[src/rtl/snn_pkg.sv]
// Shared types and helpers for the SNN output stage: FSM encoding,
// saturation bounds and flat-vector lane slicing.
`ifndef SNN_PKG_SV
`define SNN_PKG_SV

`define SNN_SLICE(vec, idx, w) vec[((idx)+1)*(w)-1 -: (w)]

package snn_pkg;

  typedef enum logic [1:0] {
    ST_IDLE      = 2'b00,
    ST_ACCUM     = 2'b01,
    ST_WAIT_DONE = 2'b10
  } state_t;

  localparam int unsigned SAT_CALC_W = 128;

  // Largest value representable in a w-bit two's complement word.
  function automatic logic signed [SAT_CALC_W-1:0] sat_max(input int unsigned w);
    return $signed((SAT_CALC_W'(1) << (w - 1)) - SAT_CALC_W'(1));
  endfunction

  // Smallest value representable in a w-bit two's complement word.
  function automatic logic signed [SAT_CALC_W-1:0] sat_min(input int unsigned w);
    return $signed(-(SAT_CALC_W'(1) << (w - 1)));
  endfunction

endpackage

`endif

[src/rtl/snn_sat_accum_lane.sv]
// One class lane: saturating add of a signed weight, then optional
// step-end leak p - (p >>> LEAK_SHIFT). Purely combinational.
module snn_sat_accum_lane
  import snn_pkg::*;
#(
  parameter int unsigned DATA_W     = 48,
  parameter int unsigned W_W        = 16,
  parameter int unsigned LEAK_SHIFT = 0
) (
  input  logic signed [DATA_W-1:0] i_pot,
  input  logic signed [W_W-1:0]    i_weight,
  input  logic                     i_spike,
  input  logic                     i_step_end,
  output logic signed [DATA_W-1:0] o_pot_c,
  output logic                     o_clip_c
);

  localparam int unsigned SUM_W = DATA_W + 1;

  logic signed [SUM_W-1:0]  sum_c;
  logic signed [DATA_W-1:0] acc_c;

  always_comb begin
    sum_c    = SUM_W'(i_pot) + SUM_W'(i_weight);
    acc_c    = i_pot;
    o_clip_c = 1'b0;
    if (i_spike) begin
      // One guard bit: a mismatch between the top two bits means overflow.
      if (sum_c[SUM_W-1] != sum_c[SUM_W-2]) begin
        o_clip_c = 1'b1;
        acc_c    = sum_c[SUM_W-1] ? DATA_W'(sat_min(DATA_W)) : DATA_W'(sat_max(DATA_W));
      end else begin
        acc_c = sum_c[DATA_W-1:0];
      end
    end
    o_pot_c = acc_c;
    if (i_step_end && (LEAK_SHIFT != 0)) begin
      o_pot_c = acc_c - (acc_c >>> LEAK_SHIFT);
    end
  end

endmodule

[src/rtl/snn_output_accumulator.sv]
// Output-layer integrator: accumulates per-class potentials over NUM_STEPS
// timesteps, then holds them while handshaking with the arg-max stage.
module snn_output_accumulator
  import snn_pkg::*;
#(
  parameter int unsigned VEC_LEN    = 3,
  parameter int unsigned DATA_W     = 48,
  parameter int unsigned W_W        = 16,
  parameter int unsigned NUM_STEPS  = 4,
  parameter int unsigned LEAK_SHIFT = 0,
  localparam int unsigned CNT_W     = $clog2(NUM_STEPS + 1)
) (
  input  logic                        clk,
  input  logic                        rst,
  input  logic                        i_clk_enable,
  input  logic                        i_start,
  input  logic                        i_spike_valid,
  input  logic [VEC_LEN*W_W-1:0]      i_weights_flat,
  input  logic                        i_step_end,
  output logic                        o_in_ready,
  output logic [VEC_LEN*DATA_W-1:0]   o_potentials_flat,
  output logic                        o_argmax_start,
  input  logic                        i_argmax_done,
  output logic [CNT_W-1:0]            o_step_count,
  output logic                        o_saturated,
  output logic                        o_busy,
  output logic                        o_done
);

  localparam int unsigned POT_W = VEC_LEN * DATA_W;

  state_t             state_q, state_d;
  logic [POT_W-1:0]   pot_q, pot_d;
  logic [CNT_W-1:0]   step_q, step_d;
  logic               sat_q, sat_d;
  logic               done_q, done_d;
  logic               start_q, start_d;
  logic               ready_q, ready_d;
  logic               busy_q, busy_d;

  logic [POT_W-1:0]   lane_pot_c;
  logic [VEC_LEN-1:0] lane_clip_c;

  for (genvar g = 0; g < VEC_LEN; g++) begin : g_lane
    snn_sat_accum_lane #(
      .DATA_W     (DATA_W),
      .W_W        (W_W),
      .LEAK_SHIFT (LEAK_SHIFT)
    ) u_lane (
      .i_pot      (`SNN_SLICE(pot_q, g, DATA_W)),
      .i_weight   (`SNN_SLICE(i_weights_flat, g, W_W)),
      .i_spike    (i_spike_valid),
      .i_step_end (i_step_end),
      .o_pot_c    (`SNN_SLICE(lane_pot_c, g, DATA_W)),
      .o_clip_c   (lane_clip_c[g])
    );
  end

  always_comb begin
    state_d = state_q;
    pot_d   = pot_q;
    step_d  = step_q;
    sat_d   = sat_q;
    done_d  = 1'b0;
    case (state_q)
      ST_IDLE: begin
        if (i_start) begin
          state_d = ST_ACCUM;
          pot_d   = '0;
          step_d  = '0;
          sat_d   = 1'b0;
        end
      end
      ST_ACCUM: begin
        // Lanes pass potentials through unchanged when neither input is active.
        pot_d = lane_pot_c;
        sat_d = sat_q | (|lane_clip_c);
        if (i_step_end) begin
          step_d = step_q + CNT_W'(1);
          if (step_q == CNT_W'(NUM_STEPS - 1)) begin
            state_d = ST_WAIT_DONE;
          end
        end
      end
      ST_WAIT_DONE: begin
        if (i_argmax_done) begin
          state_d = ST_IDLE;
          done_d  = 1'b1;
          pot_d   = '0;
          step_d  = '0;
        end
      end
      default: state_d = ST_IDLE;
    endcase
    start_d = (state_d == ST_WAIT_DONE);
    ready_d = (state_d == ST_ACCUM);
    busy_d  = (state_d != ST_IDLE);
  end

  always_ff @(posedge clk or posedge rst) begin
    if (rst) begin
      state_q <= ST_IDLE;
      pot_q   <= '0;
      step_q  <= '0;
      sat_q   <= 1'b0;
      done_q  <= 1'b0;
      start_q <= 1'b0;
      ready_q <= 1'b0;
      busy_q  <= 1'b0;
    end else if (i_clk_enable) begin
      state_q <= state_d;
      pot_q   <= pot_d;
      step_q  <= step_d;
      sat_q   <= sat_d;
      done_q  <= done_d;
      start_q <= start_d;
      ready_q <= ready_d;
      busy_q  <= busy_d;
    end
  end

  assign o_potentials_flat = pot_q;
  assign o_step_count      = step_q;
  assign o_saturated       = sat_q;
  assign o_done            = done_q;
  assign o_argmax_start    = start_q;
  assign o_in_ready        = ready_q;
  assign o_busy            = busy_q;

endmodule

[config.mk]
export PLATFORM = sky130hd
export DESIGN_NAME = snn_output_accumulator
export DESIGN_NICKNAME = d
export VERILOG_FILES = /design/src/rtl/snn_pkg.sv /design/src/rtl/snn_sat_accum_lane.sv /design/src/rtl/snn_output_accumulator.sv
export SDC_FILE = /design/constraint.sdc
export NUM_CORES = 1
export LEC_CHECK = 0
export CORE_ASPECT_RATIO = 0.5
export CORE_MARGIN = 2
export CORE_UTILIZATION = 60
export DETAILED_ROUTE_END_ITERATION = 6
export GPL_TIMING_DRIVEN = 1
export PLACE_DENSITY = 0.83
export SLEW_MARGIN = 30
export SYNTH_ARGS = -nofsm -noshare
export SYNTH_HDL_FRONTEND = slang
export SYNTH_HIERARCHICAL = 1
export SYNTH_SLANG_ARGS = --single-unit
[constraint.sdc]
create_clock -name clk -period 10.52 [get_ports clk]
set_input_delay 1.052 -clock clk [delete_from_list [all_inputs] [get_ports clk]]
set_output_delay 1.052 -clock clk [all_outputs]
set_load 0.02 [all_outputs]
==> results.sh, run 1 <==
export IMPL_rsz0062_at_grt="false"
export IMPL_grt_pass1_vias=15760
export IMPL_worstPathRequired_ns=10.86
export IMPL_synth_edf_count=0
export IMPL_io_buffer_count=206
export IMPL_timing_fmax_ghz=0.194
export IMPL_drt_iter0_drc=1587
export IMPL_core_um2=28000
export IMPL_yosysUniqueCellTypes=91
export IMPL_htree_levels=4
export IMPL_initial_core_util_pct=61.7
export IMPL_min_from="o_done"
export IMPL_placed_cells=2508
export IMPL_holdBufCountCts=0
export IMPL_cp_start_kind="input port"
export IMPL_wl_per_cell_um=20.2
export IMPL_die_area_um2=30300
export IMPL_finalSetupViolations=0
export IMPL_syn_to_final_growth_pct=14.8
export IMPL_gr_usage_met3_pct=4.68
export IMPL_num_fill_cells=2323
export IMPL_cts_buffers=17
export IMPL_grt_pass1_wl_mm=82.9
export IMPL_nNetsFinal=2351
export IMPL_vias=16779
export IMPL_root_buffer="clkbuf_16"
export IMPL_cts_buffer_depth=2
export IMPL_grt_ovfl_total=0
export IMPL_combPwrFrac_pct=72.6
export IMPL_netlist_area_um2=17300
export IMPL_syn_nets=2242
export IMPL_fin_crit_sh_pct=49.1
export IMPL_hold_viol_final=0
export IMPL_cts_resized=0
export IMPL_syn_inst=2038
export IMPL_finalNonFillerCells=2542
export IMPL_switchingPower_uw=3340
export IMPL_met1_usage_pct=44.8
export IMPL_worst_path_max_fanout=57
export IMPL_period_needed_ns=5.16
export IMPL_ys_warn_count=6
export IMPL_die_h_um=124
export IMPL_synth_ff_type="dfrtp_1"
export IMPL_ioPinCount=207
export IMPL_drc=0
export IMPL_busiest_layer="met2"
export IMPL_worstMarginPinSlew_ns=0.890
export IMPL_postLayoutCoreUtil_pct=70.8
export IMPL_rows=43
export IMPL_ant_nets=0
export IMPL_layout_drive_gt1_share_pct=9.81
export IMPL_cts_setup_buffers=0
export IMPL_cap_violations=0
export IMPL_fin_setup_tns_ns=0
export IMPL_dpl_instance_area_um2=19200
export IMPL_gp_congestion=0.974
export IMPL_syn_avg_cell_area_um2=8.48
export IMPL_p_per_area_nw_per_um2=332
export IMPL_slew_headroom_pct=40.6
export IMPL_grt_use_met2_pct=57.3
export IMPL_power_frac_seq_pct=17.1
export IMPL_clock_power_share_pct=10.3
export IMPL_insertion_delay_ns=0.46
export IMPL_fin_skew_ns=0.0106
export IMPL_dieWidth_um=244
export IMPL_status="completed"
export IMPL_holdCritPathClass="reg -> reg"
export IMPL_cts_sinks=154
export IMPL_fin_area_um2=19800
export IMPL_r2r_start="o_potentials_flat[1]"
export IMPL_ys_seq_area_share_pct=22.3
export IMPL_synth_seq_cells=154
export IMPL_dp_hpwl_mm=36.2
export IMPL_crit_path_end_kind="flop"
export IMPL_crit_arrival_ns=5.50
export IMPL_finalMaxSlewViolations=0
export IMPL_cts_tree="yes"
export IMPL_swShare_pct=50.8
export IMPL_n_antenna_cell=0
export IMPL_cp_startpoint="i_weights_flat[15]"
export IMPL_p_leak_uw=0.00851
export IMPL_path_clk_slew_ns=0.07
export IMPL_antenna_found_initial=0
export IMPL_grt_usage_pct=33.7
export IMPL_drtPass1Iterations=6
export IMPL_path_class="in -> reg"
export IMPL_p_int_uw=3240
export IMPL_vdd_drop_max_mv=0.173
export IMPL_grt_max_degree=91
export IMPL_wirelength_mm=51.2
export IMPL_synthArstFlopShare_pct=100
export IMPL_viasPerCell=6.60
-- cells in the mapped netlist (all sizes together), types with 5 or more instances --
cell type / count / area, µm²
a22o: 144 / 1260
xnor2: 73 / 639
maj3: 29 / 323
mux2: 29 / 327
o21ai: 135 / 694
o2111ai: 6 / 52.6
or2: 8 / 55.1
nor3b: 5 / 37.5
nor2: 150 / 586
o2bb2ai: 89 / 911
dfrtp: 154 / 3850
nor2b: 12 / 75.1
a211oi: 22 / 193
o211ai: 20 / 150
o21bai: 38 / 285
or3: 11 / 73.8
a21oi: 233 / 1320
o221ai: 5 / 43.8
nand2: 144 / 541
a31o: 5 / 52.6
clkbuf: 59 / 221
o31ai: 27 / 203
a311oi: 7 / 61.3
o21a: 20 / 150
a31oi: 20 / 155
ha: 146 / 1830
nand3: 30 / 150
xor2: 58 / 508
a21o: 49 / 370
inv: 60 / 225
nor4: 11 / 124
a21boi: 8 / 60.1
nor4b: 5 / 50.0
and3: 15 / 93.8
nand4: 41 / 263
nand2b: 8 / 50.1
buf: 78 / 597
nor3: 29 / 160
-- per-layer routing --
metal,up-vias,part of all wire [%]
li1,7958,-
met2,613,47
met3,84,5.4
met4,0,2.6
met1,8124,45
met5,-,0
-- cells by family after synthesis --
| family | synth area share [%] |
|---|---|
| mux | 1.95 |
| fa+ha+maj | 12.8 |
| flops | 22.3 |
| simple gates | 13.8 |
| xor+xnor | 6.64 |
| compound gates | 36.4 |
| buf+inv | 6.10 |
-- worst max-delay path, cell delays in order --
cell             delay [ns]
clkdlybuf4s50_1        0.46
buf_4                  0.37
ha_1                   0.38
a21o_1                 0.20
a21o_1                 0.17
a21o_1                 0.18
a221o_1                0.30
a21oi_2                0.24
mux2i_1                0.21
nand2_1                0.11
a211oi_4               0.27
buf_4                  0.65
xor2_1                 0.20
nor2_1                 0.08
or3_1                  0.37
a21oi_1                0.16
a311oi_1               0.06
-- placed cells by master, fill, tap and decap left out, drive strengths merged, types with 15 or more instances in the layout --
master and n:
o21bai 38, a22o 144, o31ai 27, a211oi 22, nand2 144, mux2 29
nand4 41, buf 22, clkbuf 19, nor3 29, xnor2 73, dfrtp 154
nand3 30, o211ai 20, o2bb2ai 89, ha 146, a21oi 233, nor2 150
clkdlybuf4s50 205, xor2 58, o21a 20, and3 15, a31oi 20, o21ai 135
a21o 49, inv 64, maj3 29
-- path summary, 6_finish.rpt --
path | end | slack, ns | cells past startpoint
worst min-delay path | o_done | 0.49 | 1
worst max-delay path | o_saturated | 5.36 | 17
min in group asynchronous | o_in_ready | 1.14 | 2
worst max register to register | o_saturated | 6.20 | 15
max in group asynchronous | o_potentials_flat[98] | 8.23 | 4
worst min register to register | o_done | 0.49 | 1
-- state kept, by name, indices dropped and copies added (netlist names) --
| signal | flops |
|---|---|
| o_argmax_start | 1 |
| o_busy | 1 |
| o_done | 1 |
| o_in_ready | 1 |
| o_potentials_flat | 144 |
| o_saturated | 1 |
| o_step_count | 3 |
| state_q | 2 |
-- stage by stage --
stage / worst slack, ns / hold WS, ns / total power (µW)
floorplan: 5.32 / 0.562 / 4640
global placement: 4.98 / 0.470 / 5740
detailed placement: 4.95 / 0.472 / 5810
CTS: 5.43 / 0.489 / 6530
global route: 5.19 / 0.501 / 7070
finish: 5.36 / 0.487 / 6590
-- power by group through the flow --
stage | Combinational (µW) | Clock [µW] | Sequential, µW
3_3_place_gp | 4620 | 0 | 1120
5_1_grt | 5210 | 710 | 1150
6_report | 4780 | 679 | 1130
2_1_floorplan | 3330 | 0 | 1310
3_5_place_dp | 4690 | 0 | 1120
4_1_cts | 4730 | 685 | 1120
-- final cells by class --
cell class / instances / area, µm² / share of cell area (%)
Clock buffer: 19 / 453 / 2.28
Clock inverter: 13 / 166 / 0.838
Inverter: 63 / 241 / 1.22
Multi-Input combinational cell: 1684 / 12400 / 62.5
Sequential cell: 154 / 3850 / 19.4
Tap cell: 382 / 478 / 2.41
Timing Repair Buffer: 227 / 2250 / 11.3
Note: power is estimated with default switching activity, not from simulation.
==> run 2: changes to the inputs <==
--- a/config.mk
+++ b/config.mk
@@ -7,10 +7,10 @@
 export LEC_CHECK = 0
 export CORE_ASPECT_RATIO = 0.5
 export CORE_MARGIN = 2
-export CORE_UTILIZATION = 60
+export CORE_UTILIZATION = 58
 export DETAILED_ROUTE_END_ITERATION = 6
 export GPL_TIMING_DRIVEN = 1
-export PLACE_DENSITY = 0.83
+export PLACE_DENSITY = 0.8
 export SLEW_MARGIN = 30
 export SYNTH_ARGS = -nofsm -noshare
 export SYNTH_HDL_FRONTEND = slang
==> constraint.sdc (replaced) <==
create_clock -name clk -period 5.3 [get_ports clk]
set_input_delay 0.53 -clock clk [delete_from_list [all_inputs] [get_ports clk]]
set_output_delay 0.53 -clock clk [all_outputs]
set_load 0.02 [all_outputs]
==> run 2 against run 1 <==
  * Routed wire length decreased by 0.45%
  * Utilization decreased by 2.5 points
  * Sequential share of layout area decreased by 0.089 points
  * Flip-flop and latch count unchanged
  * Final cell count increased by 0.90%
  * Clock-buffer cell count unchanged
  * Register-to-register slack got worse by 4.8 ns
  * Combinational power increased by 100%
  * Via count increased by 0.17%
  * Clock skew increased by 0.0030 ns
  * Cell area increased by 0.46%
  * Total power increased by 100%
  * Largest cell class unchanged
==> results.sh, run 2 (synthesized netlist as in run 1, its figures left out) <==
export IMPL_status="completed"
export IMPL_grt_max_degree=146
export IMPL_wl_per_cell_um=19.9
export IMPL_p_leak_uw=0.00857
export IMPL_hold_viol_final=0
export IMPL_io_buffer_count=206
export IMPL_viasPerCell=6.55
export IMPL_nNetsFinal=2367
export IMPL_n_antenna_cell=0
export IMPL_holdBufCountCts=0
export IMPL_fin_crit_sh_pct=85.1
export IMPL_syn_to_final_growth_pct=15.3
export IMPL_cts_buffers=17
export IMPL_core_um2=29200
export IMPL_mostFrequentLayoutCells="clkdlybuf4s50_1 (205), a21oi_1 (199), dfrtp_1 (154), ha_1 (146)"
export IMPL_vdd_drop_max_mv=0.358
export IMPL_cp_start_kind="input port"
export IMPL_root_buffer="clkbuf_16"
export IMPL_worstMarginPinSlew_ns=0.842
export IMPL_worst_path_max_fanout=19
export IMPL_path_class="in -> reg"
export IMPL_drc=0
export IMPL_grt_pass1_wl_mm=82.9
export IMPL_layout_drive_gt1_share_pct=10.3
export IMPL_slew_headroom_pct=43.7
export IMPL_area_sequential_um2=3850
export IMPL_postLayoutCoreUtil_pct=68.3
export IMPL_combPwrFrac_pct=73.2
export IMPL_crit_arrival_ns=4.90
export IMPL_finalMaxSlewViolations=0
export IMPL_dp_hpwl_mm=36.8
export IMPL_p_per_area_nw_per_um2=659
export IMPL_cts_sinks=154
export IMPL_holdCritPathClass="reg -> reg"
export IMPL_grt_pass1_vias=15927
export IMPL_switchingPower_uw=6630
export IMPL_cts_tree="yes"
export IMPL_clock_power_share_pct=9.8
export IMPL_rsz0062_at_grt="false"
export IMPL_cts_resized=0
export IMPL_power_frac_seq_pct=17.1
export IMPL_cts_buffer_depth=2
export IMPL_die_h_um=126
export IMPL_cts_setup_buffers=0
export IMPL_wirelength_mm=51.0
export IMPL_antenna_found_initial=0
export IMPL_power_uw=13100
export IMPL_grt_ovfl_total=0
export IMPL_drt_iter0_drc=1269
export IMPL_dieWidth_um=248
export IMPL_vias=16808
export IMPL_timing_fmax_ghz=0.222
export IMPL_final_common_cell="clkdlybuf4s50_1"
export IMPL_initial_core_util_pct=59.3
export IMPL_fin_setup_tns_ns=0
export IMPL_fin_skew_ns=0.0137
export IMPL_cap_violations=0
export IMPL_drtPass1Iterations=6
export IMPL_finalSetupViolations=0
export IMPL_ioPinCount=207
export IMPL_htree_levels=4
export IMPL_gp_congestion=0.964
export IMPL_largest_register_ffs=144
export IMPL_path_clk_slew_ns=0.06
export IMPL_rows=44
export IMPL_ant_nets=0
export IMPL_grt_usage_pct=32.5
export IMPL_period_needed_ns=4.51
export IMPL_die_area_um2=31300
export IMPL_insertion_delay_ns=0.46
export IMPL_worstPathRequired_ns=5.69
export IMPL_swShare_pct=50.4
export IMPL_num_fill_cells=2429
export IMPL_crit_path_end_kind="flop"
export IMPL_multiInputGateArea_um2=12400
export IMPL_p_int_uw=6520
[run 2: final cells by class]
| cell class | count | share of cell area, % |
|---|---|---|
| clock buffer | 19 | 2.22 |
| sequential | 154 | 19.3 |
| inverter | 63 | 1.21 |
| multi-input combinational | 1684 | 62.2 |
| clock inverter | 11 | 0.728 |
| timing repair buffer | 243 | 11.8 |
| tap | 391 | 2.45 |
[run 2: worst max-delay path, stage by stage]
cell and delay [ns]:
clkdlybuf4s50_1 0.98, buf_4 0.37, ha_1 0.36, a21o_1 0.19, a21o_1 0.18, a221o_1 0.30
a21oi_2 0.23, mux2i_1 0.20, nand2_1 0.11, a211oi_4 0.28, buf_4 0.33, buf_4 0.28
nand3_1 0.19, o221ai_1 0.16, a22o_1 0.17
[run 2: stage by stage]
step	hold slack (ns)	setup slack, ns	instances	area [µm²]
CTS	0.503	0.889	2565	19900
global route	0.528	0.627	2565	19900
global placement	0.478	0.473	2535	19400
floorplan	0.562	0.620	2038	17300
detailed placement	0.489	0.410	2535	19400
finish	0.497	0.791	2565	19900
[run 2: final timing paths]
| check | start | endpoint | slack [ns] | depth (start not counted) |
|---|---|---|---|---|
| hold / removal | o_done | o_done | 0.50 | 1 |
| setup / recovery | i_weights_flat[15] | o_potentials_flat[12] | 0.79 | 15 |
| setup reg to reg | o_potentials_flat[48] | o_potentials_flat[81] | 1.39 | 14 |
| max in group asynchronous | rst | o_potentials_flat[141] | 3.63 | 3 |
| min in group asynchronous | rst | o_potentials_flat[52] | 0.58 | 2 |
| hold reg to reg | o_done | o_done | 0.50 | 1 |
[run 2: power by group through the flow]
| stage | clock network [µW] | logic [µW] | registers (µW) |
|---|---|---|---|
| 2_1_floorplan | 0 | 6600 | 2600 |
| 3_3_place_gp | 0 | 9350 | 2230 |
| 3_5_place_dp | 0 | 9470 | 2240 |
| 4_1_cts | 1310 | 9530 | 2230 |
| 5_1_grt | 1360 | 10500 | 2310 |
| 6_report | 1280 | 9620 | 2240 |
[run 2: metal layers]
metal / share of wire [%] / GRT usage (%) / vias up
li1: - / - / 8002
met1: 44 / 43.2 / 8098
met2: 48 / 54.6 / 619
met3: 5.4 / 4.86 / 89
met4: 2.3 / 10.0 / 0
met5: 0 / 0 / -
==> patch 1 (config.mk and constraints of run 2) <==
Encoding of `state_t`: now one-hot (3 bits for 3 states).
--- a/src/rtl/snn_pkg.sv
+++ b/src/rtl/snn_pkg.sv
@@ -9,6 +9,6 @@
 
-  typedef enum logic [1:0] {
-    ST_IDLE      = 2'b00,
-    ST_ACCUM     = 2'b01,
-    ST_WAIT_DONE = 2'b10
+  typedef enum logic [2:0] {
+    ST_IDLE      = 3'b001,
+    ST_ACCUM     = 3'b010,
+    ST_WAIT_DONE = 3'b100
   } state_t;
Behaviour: no difference found for any inputs over 4 cycles, from zero or initial values and one cycle with rst high; so few cycles prove little.
==> patch 1 against run 2 <==
Global-route usage increased by 1.0 points; worst setup slack improved by 110 ps; critical path depth decreased by 1; synthesized area about the same; final area increased by 0.18%; power increased by 9.8%; routed wire length increased by 2.9%; sequential cell count increased by 1; first-iteration DRC count increased by 6.9%.
==> patch 1: results (changes against run 2) <==
status finished clean; Synth Instances 2046 (+0.39%); Sink Count 155 (+0.65%); critical path's top delay family simple AND/OR/NAND/NOR gates; maximum VDD drop 0.000375 V (+4.9%); Worst slew margin 48.8% (+5.1 points); Cells after DPL 2540 (+0.20%); Psw 7.48 mW (+13%); count of multi-input gates 1691 (+0.42%); Synth area leaders dfrtp_1 22%, ha_1 11%, a22o_1 7.5%; met3 WL 2.86 mm (+3.5%); multiplexer share of the synthesized area 2.07% (+0.12 points); drt first pass iters 5 (-1); critical path fanouts, max 26 (+7); sequential share of cell area 19.4% (+0.096 points); worst reg2reg endpoint o_saturated; Total GRT Usage 33.5% (+1.0 points); fin nets 2372 (+0.21%); Multi-input gate area 0.0124 mm² (+0.31%); clock network area share 2.78% (-0.17 points); Post-Synth XOR/XNOR Area 6.64% (about the same); register area 0.00388 mm² (+0.68%); bufs w/o clock 239 (-1.6%); Post-synth top cells 201 x a21oi_1, 154 x dfrtp_1, 148 x nor2_1, 147 x a22o_1, 146 x ha_1; P_leak 8.62 nW (+0.62%); Placement Setup Slack 472 ps (+61.8 ps); DPL Wire Length 38.1 mm (+3.5%); die width 248 µm (about the same); inverters 64 (+1.6%); DR WL met2 24.9 mm (+1.4%); Vias 16908 (+0.59%); CP peak stage delay 790 ps (-190 ps); share of layout cells above drive strength 1 10.3% (-0.079 points); Filler Cell Count 2469 (+1.6%); largest net degree at the start of global routing 145 (-0.68%)
patch 1: metal layers:
metal  vias to the layer above  global-route usage [%]
li1                       8015                       -
met2                       562                    56.2
met5                         -                       0
met1                      8222                    44.4
met3                       109                    4.97
met4                         0                    10.9
patch 1: how the worst max path moves through the flow:
| stage | endpoint | slack [ps] | depth (start not counted) | start |
|---|---|---|---|---|
| after global placement | o_saturated | 590 | 15 | i_weights_flat[47] |
| after global routing | o_saturated | 630 | 14 | i_weights_flat[31] |
| final | o_saturated | 900 | 14 | i_weights_flat[31] |
| after floorplan | o_argmax_start | 590 | 1 | rst |
| after CTS | o_saturated | 930 | 14 | i_weights_flat[31] |
| after detailed placement | o_saturated | 470 | 14 | i_weights_flat[31] |
patch 1: power groups by stage:
stage	sequential (mW)	combinational (mW)	clock [mW]
2_1_floorplan	2.87	7.26	0
3_3_place_gp	2.42	10.5	0
3_5_place_dp	2.42	10.6	0
4_1_cts	2.42	10.7	1.25
5_1_grt	2.50	11.8	1.30
6_report	2.43	10.8	1.23
==> patch 2 (flow settings as in run 2) <==
Without the edit above. Change the parameter `NUM_STEPS` from 4 to 16.
--- a/src/rtl/snn_output_accumulator.sv
+++ b/src/rtl/snn_output_accumulator.sv
@@ -8,3 +8,3 @@
   parameter int unsigned W_W        = 16,
-  parameter int unsigned NUM_STEPS  = 4,
+  parameter int unsigned NUM_STEPS  = 16,
   parameter int unsigned LEAK_SHIFT = 0,
Ports: changed (resized o_step_count); port bits go from 207 to 209. The function was not compared with the original's and may differ.
==> patch 2 against run 2 <==
Routed wire length is 16% higher; global-route usage up 1.7 points; sequential cell count grew 2; synthesized area rose by 11%; power grew 10%; clock power is 16% higher; worst setup slack better by 36 ps; final area increased by 8.8%; die area is 10% higher; worst hold slack gained 14 ps; first-iteration DRC count grew 44%; register-to-register slack lost 130 ps; sequential share of layout area shrank 1.3 points; largest cell class unchanged; largest power group unchanged.
==> patch 2: results (changes against run 2) <==
status finished clean; Post-Synth XOR/XNOR Area 6.00% (-0.64 points); GP Congestion 0.971 (+0.79%); Finished Layout Cells 2918 (+14%); first-pass GRT wire length 97.1 mm (+17%); multiplexer share of the synthesized area 1.76% (-0.19 points); Worst-path clk slew 80 ps (+20 ps); Worst setup endpoint o_potentials_flat[1]; Cells after DPL 2885 (+14%); Placement Setup Slack 438 ps (+28.5 ps); vias in the first global route 18370 (+15%); post-synthesis adder-cell area fraction 11.6% (-1.2 points); Total GRT Usage 34.2% (+1.7 points); crit path DAT 4850 ps (-50 ps); WL/cell 20.4 µm (+2.3%); Vias 19155 (+14%); distinct cell type count after synthesis 94 (+3.3%); placed cell areas 0.0210 mm² (+8.5%); Post-synth top cells 290 x nand2_1, 200 x a21oi_1, 166 x o211ai_1, 156 x dfrtp_1, 146 x ha_1; Initial DRC Count 1829 (+44%); # port buffers 208 (+0.97%); Compound-Gate Fraction of Synth Area 37.4% (+1.0 points); critical path's top delay family compound AO/OA/AOI/OAI gates; DPL Wire Length 41.5 mm (+13%); share of layout cells above drive strength 1 12.7% (+2.4 points); CP peak stage delay 460 ps (-520 ps); Worst slew margin 34.8% (-8.9 points); clock skew 12.3 ps (-1.40 ps); drt first pass iters 5 (-1)
patch 2: changes by cell type after synthesis, sizes merged, moves of 16 or more:
cell	run 2	this run
a22o	144	0
clkbuf	59	75
o211ai	20	166
buf	78	109
nand2	144	290
o21ai	135	281
patch 2: worst min-delay path by stage:
| stage | startpoint | endpoint | slack, ps | cells past startpoint |
|---|---|---|---|---|
| 6_report | o_busy | o_busy | 510 | 2 |
| 5_1_grt | o_busy | o_busy | 550 | 2 |
| 4_1_cts | o_busy | o_busy | 520 | 2 |
| 3_5_place_dp | o_busy | o_busy | 500 | 2 |
| 3_3_place_gp | o_busy | o_busy | 500 | 2 |
| 2_1_floorplan | state_q[1] | state_q[1] | 580 | 2 |
patch 2: final cells by class:
type,count,share of cell area [%]
timing repair buffer,249,11.3
tap,432,2.49
clock buffer,17,1.96
sequential,156,18.0
multi-input combinational,1985,64.0
inverter,64,1.14
clock inverter,15,1.13
patch 2: logic make-up (layout without fill, tap and decap cells):
family,Yosys count,in the layout
AO/OA/AOI/OAI,1007,1007
XOR/XNOR,131,131
adder cells (fa/ha/maj),178,178
buffers and inverters,248,345
flip-flops,156,156
multiplexers,30,30
AND/OR/NAND/NOR,639,639
patch 2: worst min-delay path, cell delays in order, from the launching register on:
cell      delay [ps]
dfrtp_1          350
nand2b_1          60
nand3_1           70
patch 2: layer usage:
metal	share of wire, %	vias up	GRT usage (%)	wire, µm
met1	45	9236	47.0	26800
met5	0	-	0	0
met3	5.5	104	4.27	3290
met2	47	703	55.6	27700
li1	-	9112	-	-
met4	2.7	0	11.4	1590
patch 2: power by group:
part           internal, mW  switching, mW
registers              1.69          0.710
clock network         0.856          0.626
logic                  4.40           6.20
total                  6.95           7.53
